`src/rtl/serial_nibble_loader_if.sv`:
```
// Handshake/data bundle between a serial bit source and serial_nibble_loader.
//   i_valid, i_bit, i_clear : source -> loader (bit stream and partial-word abort)
//   o_ready                 : loader -> source (bit accepted when i_valid && o_ready)
//   o_en, o_d               : loader -> downstream register (load strobe and word)
//   o_bitcnt, o_words       : loader status (partial bit count, completed words mod 256)
interface serial_nibble_loader_if #(
  parameter int unsigned WIDTH = 4
);
  localparam int unsigned CNT_W   = $clog2(WIDTH);
  localparam int unsigned WORDS_W = 8;

  logic               i_valid;
  logic               i_bit;
  logic               i_clear;
  logic               o_ready;
  logic               o_en;
  logic [WIDTH-1:0]   o_d;
  logic [CNT_W-1:0]   o_bitcnt;
  logic [WORDS_W-1:0] o_words;

  modport master (
    output i_valid, i_bit, i_clear,
    input  o_ready, o_en, o_d, o_bitcnt, o_words
  );

  modport slave (
    input  i_valid, i_bit, i_clear,
    output o_ready, o_en, o_d, o_bitcnt, o_words
  );
endinterface

```
`src/rtl/serial_nibble_loader.sv`:
```
// Serial-to-parallel loader: accepts one bit per cycle under valid/ready, assembles
// WIDTH bits, then presents the word on o_d with a one-cycle o_en strobe for the
// downstream enabled register.
//   i_clk   : clock, rising edge
//   i_rst_n : asynchronous active-low reset
//   bus     : serial_nibble_loader_if slave side (handshake, word, strobe, status)
module serial_nibble_loader #(
  parameter int unsigned WIDTH     = 4,
  parameter bit          MSB_FIRST = 1'b1
) (
  input  logic                  i_clk,
  input  logic                  i_rst_n,
  serial_nibble_loader_if.slave bus
);
  localparam int unsigned CNT_W   = $clog2(WIDTH);
  localparam int unsigned WORDS_W = 8;

  typedef enum logic [1:0] {
    IDLE   = 2'd0,
    SHIFT  = 2'd1,
    STROBE = 2'd2
  } state_e;

  state_e             state_q, state_d;
  logic [WIDTH-1:0]   sr_q, sr_d;
  logic [WIDTH-1:0]   d_q, d_d;
  logic [CNT_W-1:0]   cnt_q, cnt_d;
  logic [WORDS_W-1:0] words_q, words_d;
  logic               en_q, en_d;
  logic               ready_q, ready_d;
  logic               accept_c;
  logic [WIDTH-1:0]   shifted_c;

  // State and output registers
  always_ff @(posedge i_clk or negedge i_rst_n) begin
    if (!i_rst_n) begin
      state_q <= IDLE;
      sr_q    <= '0;
      d_q     <= '0;
      cnt_q   <= '0;
      words_q <= '0;
      en_q    <= 1'b0;
      ready_q <= 1'b1;
    end else begin
      state_q <= state_d;
      sr_q    <= sr_d;
      d_q     <= d_d;
      cnt_q   <= cnt_d;
      words_q <= words_d;
      en_q    <= en_d;
      ready_q <= ready_d;
    end
  end

  // Next-state logic; o_en/o_ready are registered copies of the next-state decode
  always_comb begin
    state_d  = state_q;
    sr_d     = sr_q;
    d_d      = d_q;
    cnt_d    = cnt_q;
    words_d  = words_q;
    accept_c = bus.i_valid && ready_q;

    if (MSB_FIRST) begin
      shifted_c = {sr_q[WIDTH-2:0], bus.i_bit};
    end else begin
      shifted_c = {bus.i_bit, sr_q[WIDTH-1:1]};
    end

    case (state_q)
      IDLE: begin
        if (bus.i_clear) begin
          sr_d  = '0;
          cnt_d = '0;
        end else if (accept_c) begin
          sr_d    = shifted_c;
          cnt_d   = CNT_W'(1);
          state_d = SHIFT;
        end
      end
      SHIFT: begin
        if (bus.i_clear) begin
          sr_d    = '0;
          cnt_d   = '0;
          state_d = IDLE;
        end else if (accept_c) begin
          if (cnt_q == CNT_W'(WIDTH - 1)) begin
            // Last bit of the word: publish it and open the strobe cycle
            d_d     = shifted_c;
            sr_d    = '0;
            cnt_d   = '0;
            words_d = words_q + WORDS_W'(1);
            state_d = STROBE;
          end else begin
            sr_d  = shifted_c;
            cnt_d = cnt_q + CNT_W'(1);
          end
        end
      end
      STROBE: begin
        // Strobe always completes; a clear here only re-zeroes the partial state
        if (bus.i_clear) begin
          sr_d  = '0;
          cnt_d = '0;
        end
        state_d = IDLE;
      end
      default: begin
        state_d = IDLE;
      end
    endcase

    en_d    = (state_d == STROBE);
    ready_d = (state_d != STROBE);
  end

  assign bus.o_ready  = ready_q;
  assign bus.o_en     = en_q;
  assign bus.o_d      = d_q;
  assign bus.o_bitcnt = cnt_q;
  assign bus.o_words  = words_q;
endmodule

```
`src/flat_wrapper.sv`:
```
// flat-port wrapper written by rule: the top's interface ports become plain ports
module serial_nibble_loader_flat 
#(
  parameter int unsigned WIDTH     = 4,
  parameter bit          MSB_FIRST = 1'b1
)
  (i_clk, i_rst_n, bus_i_valid, bus_i_bit, bus_i_clear, bus_o_ready, bus_o_en, bus_o_d, bus_o_bitcnt, bus_o_words);
  serial_nibble_loader_if #(.WIDTH(WIDTH)) bus_i ();
  input  logic i_clk;
  input  logic i_rst_n;
  input wire logic [$bits(bus_i.i_valid)-1:0] bus_i_valid;
  input wire logic [$bits(bus_i.i_bit)-1:0] bus_i_bit;
  input wire logic [$bits(bus_i.i_clear)-1:0] bus_i_clear;
  output wire logic [$bits(bus_i.o_ready)-1:0] bus_o_ready;
  output wire logic [$bits(bus_i.o_en)-1:0] bus_o_en;
  output wire logic [$bits(bus_i.o_d)-1:0] bus_o_d;
  output wire logic [$bits(bus_i.o_bitcnt)-1:0] bus_o_bitcnt;
  output wire logic [$bits(bus_i.o_words)-1:0] bus_o_words;
  assign bus_i.i_valid = bus_i_valid;
  assign bus_i.i_bit = bus_i_bit;
  assign bus_i.i_clear = bus_i_clear;
  assign bus_o_ready = bus_i.o_ready;
  assign bus_o_en = bus_i.o_en;
  assign bus_o_d = bus_i.o_d;
  assign bus_o_bitcnt = bus_i.o_bitcnt;
  assign bus_o_words = bus_i.o_words;
  serial_nibble_loader #(.WIDTH(WIDTH), .MSB_FIRST(MSB_FIRST)) u_core (.i_clk(i_clk), .i_rst_n(i_rst_n), .bus(bus_i));
endmodule
```
`config.mk`:
```
export PLATFORM = sky130hd
export DESIGN_NAME = serial_nibble_loader_flat
export DESIGN_NICKNAME = d
export VERILOG_FILES = /design/src/rtl/serial_nibble_loader_if.sv /design/src/rtl/serial_nibble_loader.sv /design/src/flat_wrapper.sv
export SDC_FILE = /design/constraint.sdc
export NUM_CORES = 1
export LEC_CHECK = 0
export BUFFER_PORTS_ARGS = -buffer_cell sky130_fd_sc_hd__buf_2
export CORE_ASPECT_RATIO = 1.75
export CORE_MARGIN = 10
export CORE_UTILIZATION = 38
export DETAILED_ROUTE_END_ITERATION = 8
export PLACE_DENSITY_LB_ADDON = 0.12
export SKIP_LAST_GASP = 1
export SYNTH_ARGS = -nofsm -noshare
export SYNTH_HDL_FRONTEND = slang
export SYNTH_SLANG_ARGS = --single-unit
export TNS_END_PERCENT = 50
```
`constraint.sdc`:
```
create_clock -name i_clk -period 1.6 [get_ports i_clk]
set_clock_uncertainty 0.2 [all_clocks]
set_input_delay 0 -clock i_clk [delete_from_list [all_inputs] [get_ports i_clk]]
set_output_delay 0 -clock i_clk [all_outputs]
set_load 0.01 [all_outputs]
```
==> impl_metrics.tcl <==
set metrics [dict create \
    outcome "complete, but fails checks" \
    violated_checks "setup timing" \
    clock_sinks 21 \
    nNetsFinal 143 \
    criticalPathCategory "reg2reg" \
    internal_power_mw 1.28 \
    grt-ovfl-total 0 \
    synth_warnings 0 \
    drcViolationCount 0 \
    power_switching_share_pct 33.4 \
    floorplan.rows 24 \
    worst_path_dominant_cell_family "flip-flops" \
    setup_viol_count_final 15 \
    final_worst_slack_ns -0.131 \
    comb_power_share_pct 45.1 \
    non_filler_cells_final 158 \
    grt_max_degree 22 \
    syn-instance-count 85 \
    first_pass_iters 4 \
    dp.cells 143 \
    htreeDepth 1 \
    cp-end-kind "flip-flop" \
    synth.cell_area_um2 1020 \
    rsz_0062_raised_after_global_routing "yes" \
    antenna_violating_nets_post_route 0 \
    placement.io_buffers 20 \
    initial_core_util_pct 40.4 \
    post-route-util_pct 61.7 \
    synth_fp_nets 95 \
    die_height_um 88.5 \
    tightest_slew_ns 0.476 \
    finalSetupTns_ns -1.09 \
    clkLatencyLatePin_ns 0.26 \
    power.share.sequential_pct 36.6 \
    insertedDiodeCount 0 \
    layout_min_cycle_time_ns 1.73 \
    dr.first_iter.drc_count 19 \
    hold_viol 0 \
    initial_antenna_violation_count 0 \
    detailroute.via_count 819 \
    max-cap-violations 0 \
    tritoncts_clock_tree "yes" \
    p_leak_nw 0.811 \
    crit_path_top_delay_cell "sky130_fd_sc_hd__dfrtp_1" \
    clk_path_buf_depth 2 \
    detail_route.vias_per_cell 5.18 \
    crit_path_max_incr_delay_ns 0.43 \
    cts_root_buffer "sky130_fd_sc_hd__clkbuf_8" \
    timing_max_transition_violations_final 0 \
    power_per_cell_area_nw_per_um2 1230 \
    routed_wl_um 2640 \
    crit_chain "buf_6 > ha_4 > o32a_4 > mux2_4" \
    grt_first_pass_wirelength_um 4270 \
    route.detailed.wl_per_inst_um 16.7 \
    dieArea_um2 5230 \
    cp_startpoint_kind "flip-flop" \
    worstPathBufferInverterCount 1 \
    period_share_pct 108 \
    library_cells_used_by_synthesis 25 \
    via_count_of_the_first_global_routing_pass 932 \
    ys_ff_latch 21 \
    place_worst_setup_slack_ns -0.253 \
    required_ns 1.55 \
    floorplan.io_pins 21 \
    post_route_cells_drive_above_1_share_pct 56.8 \
    flow.area_growth_from_synthesis_pct 52.7 \
    tritoncts.num_buffers 3 \
    clock.fmax_mhz 578 \
    hold_path_class "in2async" \
    synth_seq_area_share_pct 51.7 \
    synth_area_per_cell_um2 12.0 \
    timing.critical_path.fanout_max 5 \
    power_mw 1.92 \
    worst_slew_margin_rel_pct 68.2 \
    grt_util_all_layers_pct 10.1 \
    placeableCoreArea_um2 2520 \
    reg_to_reg_slack_setup_ns -0.13 \
    dpl.hpwl_um 1710 \
    die-width_um 59.1 \
    vdd_ir_drop_max_mv 0.808 \
    p_clk_share_pct 18.3 \
    gpl.final_weighted_congestion 0.803 \
    power.net_switching_uw 640 \
    worst_ep_arrival_ns 1.68 \
    clk_pin_slew_worst_paths_ns 0.08 \
    fill_cells 205 \
]
-- kinds of logic (layout without fill, tap and decap cells) --
kind of cell	count (synthesis)	in the layout	synth area share [%]
fa+ha+maj	5	5	6.14
mux	10	10	10.9
flops	21	21	51.7
xor+xnor	7	7	6.02
compound gates	10	10	7.37
buf+inv	9	56	4.05
simple gates	23	23	13.8
-- power groups by stage --
stage          sequential, mW  combinational (mW)  clock, mW
2_1_floorplan           0.712               0.312          0
3_3_place_gp            0.689               0.566          0
3_5_place_dp            0.695               0.568          0
4_1_cts                 0.689               0.763      0.356
5_1_grt                 0.712               0.952      0.379
6_report                0.703               0.866      0.350
-- cell usage in the layout (no fill, tap or decap), types with 2 or more instances in the layout --
master	n
sky130_fd_sc_hd__and3b_1	2
sky130_fd_sc_hd__nor4_2	2
sky130_fd_sc_hd__buf_4	15
sky130_fd_sc_hd__mux2_4	9
sky130_fd_sc_hd__inv_1	6
sky130_fd_sc_hd__buf_6	5
sky130_fd_sc_hd__inv_2	2
sky130_fd_sc_hd__nand2_1	4
sky130_fd_sc_hd__ha_4	3
sky130_fd_sc_hd__nand4_1	3
sky130_fd_sc_hd__clkbuf_8	3
sky130_fd_sc_hd__dlygate4sd3_1	3
sky130_fd_sc_hd__buf_2	20
sky130_fd_sc_hd__a211oi_1	3
sky130_fd_sc_hd__nand3_2	2
sky130_fd_sc_hd__dfrtp_1	19
sky130_fd_sc_hd__xor2_1	7
-- worst reg2reg max path, cell delays in order (launching register included) --
cell and delay, ns:
sky130_fd_sc_hd__dfrtp_1 0.43, sky130_fd_sc_hd__buf_6 0.14, sky130_fd_sc_hd__ha_4 0.17, sky130_fd_sc_hd__o32a_4 0.37, sky130_fd_sc_hd__mux2_4 0.31
-- final timing paths --
| check | startpoint | to | cells past startpoint |
|---|---|---|---|
| max | u_core.state_q[0]$_DFF_PN0_ | u_core.sr_q[1]$_DFFE_PN0P_ | 4 |
| min | i_rst_n | u_core.bus.o_words[7]$_DFFE_PN0P_ | 2 |
| max reg2reg | u_core.state_q[0]$_DFF_PN0_ | u_core.sr_q[1]$_DFFE_PN0P_ | 4 |
| min reg2reg | u_core.bus.o_words[7]$_DFFE_PN0P_ | u_core.bus.o_words[7]$_DFFE_PN0P_ | 1 |
| max in group asynchronous | i_rst_n | u_core.bus.o_ready$_DFF_PN1_ | 2 |
| min in group i_clk | bus_i_valid | u_core.bus.o_words[5]$_DFFE_PN0P_ | 4 |
-- stage by stage --
stage | area, um^2 | hold slack, ns
final | 1560 | 0.0258
after CTS | 1470 | 0.0196
after global placement | 1250 | -0.213
after detailed placement | 1250 | -0.209
after floorplan | 1030 | -0.496
after global routing | 1560 | 0.0658
-- sequential cells by signal, indices dropped and copies added (netlist names) --
name and flops:
u_core.bus.o_d 4, u_core.sr_q 3, u_core.bus.o_bitcnt 2, u_core.bus.o_en 1, u_core.state_q 2, u_core.bus.o_words 8
u_core.bus.o_ready 1
-- routing by layer --
metal  up-vias  track usage [%]  share of wire (%)  wire (um)
met5         -                0                  0          0
met4         0             3.14               0.61         16
met3         2             3.30                5.0        132
met2        14             17.8                 56       1470
met1       406             11.0                 39       1020
li1        397                -                  -          -
-- repair_timing --
item / 4_1_cts / 5_1_grt
setup buffers: 7 / 3
endpoints found under the hold margin: 23 / 0
gates resized for setup: 21 / 16
setup endpoints to repair: 20 / 21
pin swaps: 4 / 2
hold buffers: 3 / 0
-- cell usage after synthesis --
library cell	n	area (um^2)
sky130_fd_sc_hd__inv_1	8	30.0
sky130_fd_sc_hd__or3b_2	1	8.76
sky130_fd_sc_hd__nor2_4	1	11.3
sky130_fd_sc_hd__o21a_1	1	7.51
sky130_fd_sc_hd__nor3_1	3	15.0
sky130_fd_sc_hd__mux2i_1	1	10.0
sky130_fd_sc_hd__a211oi_1	3	22.5
sky130_fd_sc_hd__nor4_1	3	18.8
sky130_fd_sc_hd__nand4_1	3	18.8
sky130_fd_sc_hd__o2111a_1	1	11.3
sky130_fd_sc_hd__nand2_1	4	15.0
sky130_fd_sc_hd__xor2_1	7	61.3
sky130_fd_sc_hd__and3b_1	2	17.5
sky130_fd_sc_hd__o2111ai_1	1	8.76
sky130_fd_sc_hd__dfrtp_1	20	500
sky130_fd_sc_hd__dfstp_2	1	26.3
sky130_fd_sc_hd__mux2_2	9	101
sky130_fd_sc_hd__o21ai_0	2	10.0
sky130_fd_sc_hd__buf_6	1	11.3
sky130_fd_sc_hd__nand3_1	3	15.0
sky130_fd_sc_hd__ha_1	5	62.6
sky130_fd_sc_hd__and2b_1	1	7.51
sky130_fd_sc_hd__nand2b_1	2	12.5
sky130_fd_sc_hd__a21oi_1	1	5.00
sky130_fd_sc_hd__o32a_1	1	10.0
-- area by class of cell --
type / count / area (um^2) / share of cell area (%)
sequential: 21 / 528 / 34.0
inverter: 8 / 30.0 / 1.93
clock buffer: 3 / 41.3 / 2.65
tap: 26 / 32.5 / 2.09
clock inverter: 1 / 5.00 / 0.322
timing repair buffer: 44 / 319 / 20.5
multi-input combinational: 55 / 599 / 38.5
No activity file was read; power rests on OpenSTA's default activity.
